**config.mk**
```make
export PLATFORM = sky130hd
export DESIGN_NAME = axi_receive_fifo
export DESIGN_NICKNAME = d
export VERILOG_FILES = /design/src/rtl/axi_receive_fifo.sv
export SDC_FILE = /design/constraint.sdc
export NUM_CORES = 1
export LEC_CHECK = 0
export ABC_CLOCK_PERIOD_IN_PS = 5700
export CAP_MARGIN = 0
export CORE_UTILIZATION = 57
export DETAILED_ROUTE_END_ITERATION = 12
export PLACE_DENSITY = 0.95
export SETUP_SLACK_MARGIN = 0.5
export SYNTH_ARGS = -nofsm -noshare
export SYNTH_HDL_FRONTEND = slang
export SYNTH_SLANG_ARGS = --single-unit
```
**constraint.sdc**
```tcl
create_clock -name clk -period 5.7 [get_ports clk]
set_input_delay 1.425 -clock clk [delete_from_list [all_inputs] [get_ports clk]]
set_output_delay 1.425 -clock clk [all_outputs]
set_load 0.1 [all_outputs]
```
**src/rtl/axi_receive_fifo.sv**
```systemverilog
// axi_receive_fifo
//   Valid/ready slave receiver with a DEPTH-entry FIFO between the PS AXI
//   address/data channels and the register-map logic.
//   IS_ADDR=1 : byte address decoded to a word ID (range and alignment checked),
//               failing beats are stored as ID_NUM with decode_err set.
//   IS_ADDR=0 : beat passed through, resized to DATA_WIDTH.
//   Optional feature macro: AXI_RX_ERR_CNT_EN (enables the err_cnt counter;
//   when undefined err_cnt is tied to zero).
module axi_receive_fifo #(
   parameter int          BUS_WIDTH  = 32,
   parameter int          DATA_WIDTH = 32,
   parameter int          DEPTH      = 4,
   parameter int          IS_ADDR    = 0,
   parameter logic [31:0] ADDR_BASE  = 32'h9000_0000,
   parameter int          ID_NUM     = 64
) (
   input  logic                     clk,
   input  logic                     rst_n,
   input  logic                     s_valid,
   input  logic [BUS_WIDTH-1:0]     s_data,
   output logic                     s_ready,
   output logic                     valid_data,
   output logic [DATA_WIDTH-1:0]    data,
   input  logic                     dev_rdy,
   output logic                     decode_err,
   output logic [$clog2(DEPTH):0]   count,
   output logic [15:0]              err_cnt
);

   localparam int IDX_W = $clog2(DEPTH);
   localparam int PTR_W = IDX_W + 1;
   localparam int MAX_W = (BUS_WIDTH > DATA_WIDTH) ? BUS_WIDTH : DATA_WIDTH;

   // Zero-extend or truncate a bus-width value to the stored data width.
   function automatic logic [DATA_WIDTH-1:0] fit_width(input logic [BUS_WIDTH-1:0] v);
      logic [MAX_W-1:0] wide;
      wide = MAX_W'(v);
      return wide[DATA_WIDTH-1:0];
   endfunction

   // Byte address -> word ID; out-of-window or misaligned addresses map to
   // the ID_NUM sentinel so the consumer never sees a plausible bogus ID.
   function automatic void decode_addr(input  logic [BUS_WIDTH-1:0]  addr,
                                       output logic [DATA_WIDTH-1:0] id,
                                       output logic                  err);
      logic [BUS_WIDTH-1:0] base;
      logic [BUS_WIDTH-1:0] offs;
      logic [BUS_WIDTH-1:0] word;
      base = BUS_WIDTH'(ADDR_BASE);
      offs = addr - base;
      word = offs >> 2;
      err  = (addr < base) || (addr[1:0] != 2'b00) || (word >= BUS_WIDTH'(ID_NUM));
      id   = err ? fit_width(BUS_WIDTH'(ID_NUM)) : fit_width(word);
   endfunction

   logic [PTR_W-1:0]      wr_ptr;
   logic [PTR_W-1:0]      rd_ptr;
   logic [PTR_W-1:0]      wr_nxt;
   logic [PTR_W-1:0]      rd_nxt;
   logic                  ready_r;
   logic                  empty;
   logic                  full_nxt;
   logic                  push;
   logic                  pop;
   logic [IDX_W-1:0]      wr_idx;
   logic [IDX_W-1:0]      rd_idx;
   logic [DATA_WIDTH-1:0] dec_val;
   logic                  dec_err;
   logic [DATA_WIDTH-1:0] push_val;
   logic                  push_err;
   logic [DATA_WIDTH-1:0] mem_val [DEPTH];
   logic                  mem_err [DEPTH];

   assign wr_idx = wr_ptr[IDX_W-1:0];
   assign rd_idx = rd_ptr[IDX_W-1:0];
   assign empty  = (wr_ptr == rd_ptr);
   assign push   = s_valid && ready_r;
   assign pop    = !empty && dev_rdy;
   assign wr_nxt = push ? wr_ptr + PTR_W'(1) : wr_ptr;
   assign rd_nxt = pop  ? rd_ptr + PTR_W'(1) : rd_ptr;

   // Full when indices match but the wrap bits differ.
   assign full_nxt = (wr_nxt[IDX_W-1:0] == rd_nxt[IDX_W-1:0]) &&
                     (wr_nxt[IDX_W] != rd_nxt[IDX_W]);

   // Select the value/flag to store for the incoming beat.
   always_comb begin
      dec_val  = '0;
      dec_err  = 1'b0;
      push_val = '0;
      push_err = 1'b0;
      decode_addr(s_data, dec_val, dec_err);
      if (IS_ADDR != 0) begin
         push_val = dec_val;
         push_err = dec_err;
      end else begin
         push_val = fit_width(s_data);
         push_err = 1'b0;
      end
   end

   // Pointers and registered ready; ready comes only from next occupancy so
   // dev_rdy never reaches s_ready combinationally.
   always_ff @(posedge clk or negedge rst_n) begin
      if (!rst_n) begin
         wr_ptr  <= '0;
         rd_ptr  <= '0;
         ready_r <= 1'b0;
      end else begin
         wr_ptr  <= wr_nxt;
         rd_ptr  <= rd_nxt;
         ready_r <= !full_nxt;
      end
   end

   // Entry storage; contents are not reset, pointers alone define validity.
   always_ff @(posedge clk) begin
      if (push) begin
         mem_val[wr_idx] <= push_val;
         mem_err[wr_idx] <= push_err;
      end
   end

   assign s_ready    = ready_r;
   assign valid_data = !empty;
   assign data       = empty ? '0 : mem_val[rd_idx];
   assign decode_err = !empty && mem_err[rd_idx];
   assign count      = wr_ptr - rd_ptr;

`ifdef AXI_RX_ERR_CNT_EN
   logic [15:0] err_cnt_r;
   logic        err_evt;

   function automatic logic [15:0] sat_inc(input logic [15:0] v);
      return (v == 16'hFFFF) ? v : v + 16'd1;
   endfunction

   // Address mode counts bad decodes; data mode counts beats offered while full.
   assign err_evt = (IS_ADDR != 0) ? (push && push_err) : (s_valid && !ready_r);

   // Saturating error counter, cleared only by reset.
   always_ff @(posedge clk or negedge rst_n) begin
      if (!rst_n) begin
         err_cnt_r <= 16'h0;
      end else if (err_evt) begin
         err_cnt_r <= sat_inc(err_cnt_r);
      end
   end

   assign err_cnt = err_cnt_r;
`else
   assign err_cnt = 16'h0;
`endif

endmodule

```
==> metrics.md, run 1 <==
| Metric | Value |
|---|---|
| MaxCap Viol Count | 0 |
| Yosys top cell area share | 70.7% |
| Max Slew Vio Count | 0 |
| Hold path cells | 1 |
| Die height | 99.7 um |
| Max Freq | 208 MHz |
| Register area share after synthesis | 73.9% |
| Outcome | completed |
| Antenna Nets Post-Route | 0 |
| EDFF count, synth | 128 |
| Area delta synth->final | 24.5% |
| Crit share post-route | 84.2% |
| Reg2Reg Depth | 6 |
| CP Data Arrival Time | 3.37 ns |
| Kind of critical path | register to primary output |
| Count of cell types in the netlist | 26 |
| Register-to-register setup slack | 3.30 ns |
| FF+latch area | 4020 sq um |
| Count leader, synth | edfxtp_1 |
| Root Buffer | clkbuf_8 |
| Crit path time final | 4.80 ns |
| RR Startpoint | rd_ptr[0]$_DFF_PN0_ |
| Vias in the first global route | 2778 |
| Fill count | 506 |
| Crit path from | rd_ptr[0]$_DFF_PN0_ |
| Worst Max-Slew Pin Slew | 0.982 ns |
| Pre-antenna DRT Iters | 4 |
| Post-CTS setup buffer count | 0 |
| Clk_lat worst skew | 0.51 ns |
| Pin count of the biggest net entering global routing | 33 |
| Share of post-route cells with drive strength above 1 | 26.2% |
| CTS buffer count | 17 |
| RSZ-0062 raised after global routing | no |
| Htree depth | 4 |
| CTS resizes | 0 |
| First-pass GRT wire length | 14.9 mm |
| Vias | 2684 |
| Worst Hold Launch | wr_ptr[0]$_DFF_PN0_ |
| Finish-stage setup viols | 0 |
| Hold Vio Cnt, Final | 0 |
| Critical R2R Capture | s_ready$_DFF_PN0_ |
| Largest cells by area after synthesis | edfxtp_1 (71%), mux4_2 (13%), nor2b_1 (3.7%) |
| Initial antenna violation count | 0 |
| Clock sink count | 135 |
| All-Layer GR Usage | 21.1% |
| Max Clock Skew | 0.00929 ns |
| Vias/cell | 5.47 |
| IO buf count | 72 |
| Post-Synthesis Cell Area | 5440 sq um |
| CTS tree | built |
| Crit Path Max Fanout | 18 |
| Boundary Pins | 90 |
| Post-synthesis register bit count | 135 |
| Startpoint types | register |
| Wire per inst | 19.8 um |
| Clk buf depth | 2 |
| Starting density of the core | 58.9% |
| Worst Hold Path EP | wr_ptr[0]$_DFF_PN0_ |
| Slew Limit Headroom | 34.3% |
| Synth area leader | edfxtp_1 |
| Final HPWL DP | 5.73 mm |
| Mean post-synth cell area | 20.3 sq um |
| Endpoint class of the critical path | primary output |
| Clock-pin slew on the worst setup and hold paths | 0.06 ns |
| Die X | 99.7 um |
| Yosys warnings | 0 |
| Antenna diode count | 0 |
| Most common library cells after synthesis | edfxtp_1 (128), mux4_2 (32), nor2b_1 (32), buf_4 (17), clkbuf_1 (8) |
| DRC viols | 0 |
| Multi-input combinational cell area | 1290 sq um |
| Nets | 395 |
| DRT iter0 DRCs | 169 |
| Worst Path Required | 4.28 ns |
| DRT Wirelength | 9.71 mm |
| Hold Path Class | register to register |
| Site Rows | 35 |
| Gpl congestion | 0.680 |
| Hold Buf Count CTS | 0 |
| Core ar. | 9240 sq um |
| Setup TNS | 0 ns |
| Post-synth ARST share | 5.19% |
| Synth Flop Type | edfxtp_1 |
| Gate Count Post-Synth | 268 |
| Total grt overflow | 0 |
| Die area | 9940 sq um |
==> worst max path at each step <==
stage,end,slack (ns),cells past startpoint
global route,data[14],0.73,4
floorplan,data[10],1.19,8
finish,data[14],0.90,4
detailed placement,data[14],1.38,4
global placement,data[14],1.36,4
CTS,data[14],0.82,4
==> flip-flops by register name (all words and copies together), names as in the netlist <==
register / count
s_ready: 1
rd_ptr: 3
wr_ptr: 3
mem_val: 128
==> stage by stage <==
step | worst slack (ns) | instance area (sq um) | hold WS, ns | utilization [%] | std cells
final | 0.903 | 6770 | 0.599 | 73.3 | 491
after global routing | 0.729 | 6770 | 0.629 | 73.3 | 491
after CTS | 0.816 | 6770 | 0.601 | 73.3 | 491
after detailed placement | 1.38 | 6200 | 0.552 | 67.1 | 461
after global placement | 1.36 | 6200 | 0.536 | 67.1 | 461
after floorplan | 1.19 | 5500 | 0.516 | - | 284
==> placed cells by master (no fill, tap or decap), types with 3 or more instances in the layout <==
cell type	instances
mux4_2	32
conb_1	17
clkbuf_16	16
nor2b_1	32
clkdlybuf4s50_1	52
xor2_1	3
clkinvlp_4	3
bufinv_16	3
buf_4	24
and3_2	3
inv_1	7
nand2_1	3
edfxtp_1	128
ha_1	7
dfrtp_1	5
xnor2_1	4
==> metal layers <==
layer / vias up / wire length [um] / GRT usage, %
li1: 1176 / - / -
met1: 1376 / 3840 / 25.4
met2: 119 / 5230 / 36.1
met5: - / 0 / 0
met4: 0 / 174 / 9.73
met3: 13 / 468 / 5.34
==> worst max-delay path: stages (launching register included) <==
cell and delay, ns:
dfrtp_2 0.75, buf_4 0.44, mux4_2 0.54, nor2b_1 0.14
clkdlybuf4s50_1 0.99
==> cells by family after synthesis <==
group	synth area share, %
compound gates	0.552
xor+xnor	1.43
fa+ha+maj	1.98
buf+inv	3.66
flops	73.9
mux	13.7
other cells	0.0689
simple gates	4.71
==> layout make-up <==
class,count,share of cell area [%]
multi-input cells,114,19.1
clock buffers,17,6.11
well taps,129,2.38
flip-flops and latches,135,59.4
inverters,7,0.388
repair buffers,76,10.3
clock inverters,13,2.31
Power of run 1 is left out: the tool's default activity adds up to more than one toggle a clock period on the data nets, which glitch-free logic cannot reach.
==> run 2: changes to the inputs <==
--- a/config.mk
+++ b/config.mk
@@ -5,11 +5,11 @@
 export SDC_FILE = /design/constraint.sdc
 export NUM_CORES = 1
 export LEC_CHECK = 0
-export ABC_CLOCK_PERIOD_IN_PS = 5700
+export ABC_CLOCK_PERIOD_IN_PS = 4100
 export CAP_MARGIN = 0
-export CORE_UTILIZATION = 57
+export CORE_UTILIZATION = 48
 export DETAILED_ROUTE_END_ITERATION = 12
-export PLACE_DENSITY = 0.95
+export PLACE_DENSITY = 0.87
 export SETUP_SLACK_MARGIN = 0.5
 export SYNTH_ARGS = -nofsm -noshare
 export SYNTH_HDL_FRONTEND = slang
==> constraint.sdc (replaced) <==
create_clock -name clk -period 4.1 [get_ports clk]
set_input_delay 1.025 -clock clk [delete_from_list [all_inputs] [get_ports clk]]
set_output_delay 1.025 -clock clk [all_outputs]
set_load 0.1 [all_outputs]
==> metrics.md, run 2 (synthesized netlist as in run 1, its figures left out) <==
| Metric | Value |
|---|---|
| CTS tree | built |
| Antenna Nets Post-Route | 0 (unchanged) |
| Root Buffer | clkbuf_16 |
| Pre-antenna DRT Iters | 4 (unchanged) |
| All-Layer GR Usage | 19.4% (-1.7 points) |
| Initial antenna violation count | 0 (unchanged) |
| Max Slew Vio Count | 0 (unchanged) |
| Clock sink count | 135 (unchanged) |
| Register-to-register setup slack | 1.89 ns (-1.41 ns) |
| CTS buffer count | 17 (unchanged) |
| Clock-pin slew on the worst setup and hold paths | 0.05 ns (about the same) |
| Commonest non-fill, non-tap cells in the layout | edfxtp_1 (128), clkdlybuf4s50_1 (36), buf_12 (33) |
| Cell class contributing the biggest share of worst-path delay | buffers and inverters |
| Max Clock Skew | 0.00640 ns (-0.00290 ns) |
| Starting density of the core | 49.7% (-9.1 points) |
| Die X | 108 um (+8.8%) |
| Multi-input combinational cell area | 1290 sq um (unchanged) |
| Setup TNS | 0 ns (unchanged) |
| Top Registers | mem_val x128, rd_ptr x3, wr_ptr x3 |
| Cell chain of the critical path | buf_4, mux4_2, nor2b_1, buf_12 |
| Final HPWL DP | 6.02 mm (+5.2%) |
| Wire per inst | 20.1 um (+1.9%) |
| Area delta synth->final | 32.8% |
| Worst Max-Slew Pin Slew | 0.970 ns (-0.0120 ns) |
| CP max-delay cell | mux4_2 |
| FF+latch area | 4020 sq um (unchanged) |
| Boundary Pins | 90 (unchanged) |
| Core ar. | 10900 sq um (+18%) |
| Total grt overflow | 0 (unchanged) |
| Share of post-route cells with drive strength above 1 | 31.3% (+5.0 points) |
| Antenna diode count | 0 (unchanged) |
| Crit path from | rd_ptr[0]$_DFF_PN0_ |
| Clk_lat worst skew | 0.40 ns (-0.11 ns) |
| RSZ-0062 raised after global routing | no |
| Kind of critical path | register to primary output |
| Post-layout util | 66.0% (-7.3 points) |
| Critical R2R Capture | s_ready$_DFF_PN0_ |
| Startpoint types | register |
| Gpl congestion | 0.725 (+6.5%) |
| Die area | 11800 sq um (+18%) |
| Htree depth | 4 (unchanged) |
| Most flops, register | mem_val |
| First-pass GRT wire length | 15.8 mm (+6.0%) |
| Fill count | 714 (+41%) |
| Die height | 108 um (+8.8%) |
| DRT Wirelength | 10.2 mm (+5.4%) |
| Endpoint class of the critical path | primary output |
| Pin count of the biggest net entering global routing | 36 (+9.1%) |
| Nets | 399 (+1.0%) |
| Vias | 2686 (+0.075%) |
| Vias/cell | 5.29 (-3.3%) |
| Hold Vio Cnt, Final | 0 (unchanged) |
| Buf/Inv on CP | 2 (unchanged) |
| CP Data Arrival Time | 2.31 ns (-1.06 ns) |
| RR Startpoint | wr_ptr[0]$_DFF_PN0_ |
| Critical path's largest stage delay | 0.62 ns (-0.37 ns) |
| Crit share post-route | 81.4% |
| Worst Path Required | 3.07 ns (-1.21 ns) |
| Finish-stage setup viols | 0 (unchanged) |
| Clk buf depth | 2 (unchanged) |
| Hold Path Class | register to register |
| Max Freq | 300 MHz |
| Crit path depth | 4 (unchanged) |
| Most common cell after layout, fill and taps aside | edfxtp_1 |
| CP endpoint | data[2] |
| Crit path time final | 3.34 ns |
| IO buf count | 72 (unchanged) |
| Crit Path Max Fanout | 34 (+16) |
| Hold slack | 0.556 ns (-0.0431 ns) |
| Reg2Reg Depth | 7 (+1) |
| Vias in the first global route | 2863 (+3.1%) |
| Slew Limit Headroom | 35.2% (+0.81 points) |
| Outcome | completed |
| Site Rows | 38 (+8.6%) |
| Largest register FFs | 128 (unchanged) |
| MaxCap Viol Count | 0 (unchanged) |
| DRT iter0 DRCs | 196 (+16%) |
| DRC viols | 0 (unchanged) |
[run 2: worst reg2reg max path, stage by stage (launching register included)]
cell and delay (ns):
dfrtp_1 0.41, inv_1 0.10, ha_1 0.31, nand2_1 0.16, o21ai_2 0.25, mux2_4 0.33, xor2_1 0.14, or3_1 0.37
[run 2: per-layer routing]
| metal | part of all wire (%) | track usage, % | up-vias |
|---|---|---|---|
| li1 | - | - | 1189 |
| met5 | 0 | 0 | - |
| met2 | 53 | 33.0 | 101 |
| met1 | 40 | 23.8 | 1383 |
| met3 | 5.6 | 5.06 | 13 |
| met4 | 1.4 | 7.63 | 0 |
[run 2: stage by stage]
stage / area [sq um] / worst slack [ns] / std cells
2_1_floorplan: 5500 / -0.0118 / 284
3_3_place_gp: 6590 / 1.12 / 472
4_1_cts: 7190 / 0.577 / 504
3_5_place_dp: 6590 / 1.02 / 472
6_report: 7220 / 0.764 / 508
5_1_grt: 7220 / 0.615 / 508
[run 2: worst min path at each step]
stage,startpoint,end,slack [ns],cells after the start
6_report,wr_ptr[2]$_DFF_PN0_,wr_ptr[2]$_DFF_PN0_,0.56,1
5_1_grt,wr_ptr[2]$_DFF_PN0_,wr_ptr[2]$_DFF_PN0_,0.57,1
4_1_cts,wr_ptr[2]$_DFF_PN0_,wr_ptr[2]$_DFF_PN0_,0.56,1
3_5_place_dp,wr_ptr[2]$_DFF_PN0_,wr_ptr[2]$_DFF_PN0_,0.55,1
3_3_place_gp,wr_ptr[2]$_DFF_PN0_,wr_ptr[2]$_DFF_PN0_,0.54,1
2_1_floorplan,wr_ptr[2]$_DFF_PN0_,wr_ptr[2]$_DFF_PN0_,0.52,1
[run 2: layout make-up]
| class | instances | area share [%] |
|---|---|---|
| Timing Repair Buffer | 80 | 15.3 |
| Inverter | 7 | 0.364 |
| Multi-Input combinational cell | 114 | 17.9 |
| Clock inverter | 8 | 1.66 |
| Clock buffer | 24 | 6.67 |
| Sequential cell | 135 | 55.7 |
| Tap cell | 140 | 2.43 |
[run 2: what timing repair did]
item | 4_1_cts | 5_1_grt
gates resized for setup | 0 | 0
buffers inserted | 0 | 4
hold buffers | 0 | 0
setup endpoints to repair | 0 | 16
Power of run 2 is left out for the same reason.
==> run 3: changes to the inputs <==
--- a/config.mk
+++ b/config.mk
@@ -5,11 +5,11 @@
 export SDC_FILE = /design/constraint.sdc
 export NUM_CORES = 1
 export LEC_CHECK = 0
-export ABC_CLOCK_PERIOD_IN_PS = 4100
+export ABC_CLOCK_PERIOD_IN_PS = 3100
 export CAP_MARGIN = 0
-export CORE_UTILIZATION = 48
+export CORE_UTILIZATION = 53
 export DETAILED_ROUTE_END_ITERATION = 12
-export PLACE_DENSITY = 0.87
+export PLACE_DENSITY = 0.9
 export SETUP_SLACK_MARGIN = 0.5
 export SYNTH_ARGS = -nofsm -noshare
 export SYNTH_HDL_FRONTEND = slang
==> constraint.sdc (replaced) <==
create_clock -name clk -period 3.1 [get_ports clk]
set_input_delay 0.775 -clock clk [delete_from_list [all_inputs] [get_ports clk]]
set_output_delay 0.775 -clock clk [all_outputs]
set_load 0.1 [all_outputs]
==> metrics.md, run 3 (synthesized netlist as in run 1, its figures left out) <==
| Metric | Value |
|---|---|
| Outcome | completed |
| Total grt overflow | 0 (unchanged) |
| Most flops, register | mem_val |
| Largest register FFs | 128 (unchanged) |
| Finish-stage setup viols | 0 (unchanged) |
| DRC viols | 0 (unchanged) |
| RSZ-0062 raised after global routing | yes |
| Max Clock Skew | 0.00811 ns (+0.00171 ns) |
| Die height | 103 um (-4.7%) |
| Root Buffer | clkbuf_8 |
| Endpoint class of the critical path | primary output |
| Crit Path Max Fanout | 10 (-71%) |
| Cell chain of the critical path | buf_4, buf_16, mux4_2, nor2b_4, buf_12 |
| DRT iter0 DRCs | 225 (+15%) |
| Boundary Pins | 90 (unchanged) |
| Core ar. | 9860 sq um (-9.8%) |
| Max Freq | 342 MHz |
| Nets | 428 (+7.3%) |
| MaxCap Viol Count | 0 (unchanged) |
| Area delta synth->final | 47.4% |
| DRT Wirelength | 13.3 mm (+30%) |
| Final HPWL DP | 6.64 mm (+10%) |
| Initial antenna violation count | 0 (unchanged) |
| IO buf count | 72 (unchanged) |
| Commonest non-fill, non-tap cells in the layout | edfxtp_1 (128), buf_12 (46), clkdlybuf4s50_1 (35) |
| CTS tree | built |
| CTS buffer count | 17 (unchanged) |
| Max Slew Vio Count | 0 (unchanged) |
| Site Rows | 36 (-5.3%) |
| Slew Limit Headroom | 65.0% (+30 points) |
| Startpoint types | register |
| Pin count of the biggest net entering global routing | 24 (-33%) |
| Die area | 10700 sq um (-9.3%) |
| Vias | 2961 (+10%) |
| Clk buf depth | 2 (unchanged) |
| Share of post-route cells with drive strength above 1 | 47.6% (+16 points) |
| Clock sink count | 135 (unchanged) |
| Hold Vio Cnt, Final | 0 (unchanged) |
| Worst Max-Slew Pin Slew | 0.524 ns (-0.445 ns) |
| Pre-antenna DRT Iters | 4 (unchanged) |
| All-Layer GR Usage | 25.7% (+6.2 points) |
| Top Registers | mem_val x128, rd_ptr x3, wr_ptr x3 |
| Most common cell after layout, fill and taps aside | edfxtp_1 |
| CP max-delay cell | mux4_2 |
| Clk_lat worst skew | 0.52 ns (+0.12 ns) |
| Kind of critical path | register to primary output |
| Crit path time final | 2.92 ns |
| Critical path's largest stage delay | 0.54 ns (-0.08 ns) |
| First-pass GRT wire length | 18.5 mm (+17%) |
| Antenna Nets Post-Route | 0 (unchanged) |
| Cell class contributing the biggest share of worst-path delay | multiplexers |
| Setup TNS | 0 ns (unchanged) |
| Htree depth | 4 (unchanged) |
| Vias in the first global route | 3072 (+7.3%) |
| Die X | 103 um (-4.7%) |
| Vias/cell | 5.59 (+5.7%) |
| Starting density of the core | 55.1% (+5.4 points) |
| Hold Path Class | input port to async pin |
| Worst Path Required | 2.32 ns (-0.75 ns) |
| Clock-pin slew on the worst setup and hold paths | 0.06 ns (about the same) |
| CP Data Arrival Time | 2.15 ns (-0.16 ns) |
| Buf/Inv on CP | 3 (+1) |
| Gpl congestion | 0.718 (-0.91%) |
| Wire per inst | 25.0 um (+24%) |
| Antenna diode count | 0 (unchanged) |
| Crit share post-route | 94.3% |
==> run 3: path summary, 6_finish.rpt <==
check | from | end | slack [ns] | depth (start not counted)
max | rd_ptr[0]$_DFF_PN0_ | data[11] | 0.18 | 5
min | rst_n | rd_ptr[2]$_DFF_PN0_ | 0.53 | 1
max reg2reg | rd_ptr[0]$_DFF_PN0_ | s_ready$_DFF_PN0_ | 0.78 | 8
min reg2reg | wr_ptr[2]$_DFF_PN0_ | wr_ptr[2]$_DFF_PN0_ | 0.64 | 1
max in group asynchronous | rst_n | wr_ptr[1]$_DFF_PN0_ | 2.29 | 1
min in group clk | wr_ptr[2]$_DFF_PN0_ | wr_ptr[2]$_DFF_PN0_ | 0.64 | 1
==> run 3: worst register-to-register path, delay by kind of cell (launching register included) <==
kind                       cells  cell delay, ns
buffers and inverters          2            0.27
xor gates and xnor gates       1            0.15
adders and majority gates      1            0.31
AOI/OAI and AO/OA              1            0.22
and+or+nand+nor                2            0.44
DFF                            1            0.46
muxes                          1            0.35
==> run 3: what timing repair did <==
action	in CTS	in global routing
buffers inserted	14	4
hold buffers	0	0
gates resized for setup	28	2
pin swaps	3	4
setup endpoints to repair	35	35
cloned	6	2
==> run 3: final cells by class <==
| class | count | area (sq um) |
|---|---|---|
| flip-flops and latches | 135 | 4020 |
| fillers | 424 | 1840 |
| repair buffers | 109 | 1660 |
| multi-input cells | 114 | 1600 |
| clock buffers | 17 | 414 |
| well taps | 133 | 166 |
| clock inverters | 15 | 128 |
| inverters | 7 | 32.5 |
==> run 3: layer usage <==
layer,vias to the layer above,routed length [um],GRT usage [%]
met2,168,7290,44.4
met3,19,789,7.26
met5,-,0,0
li1,1251,-,-
met4,0,244,9.97
met1,1523,4930,30.7
==> run 3: stage by stage <==
step / cell area (sq um) / setup WS [ns] / instances / hold WS (ns) / utilization, %
finish: 8020 / 0.175 / 530 / 0.534 / 81.3
global route: 8020 / 0.144 / 530 / 0.535 / 81.3
CTS: 7940 / 0.234 / 524 / 0.514 / 80.5
detailed placement: 7000 / 0.536 / 472 / 0.547 / 71.0
global placement: 7000 / 0.629 / 472 / 0.542 / 71.0
floorplan: 5880 / 0.349 / 284 / 0.479 / -
Power of run 3 is left out for the same reason.
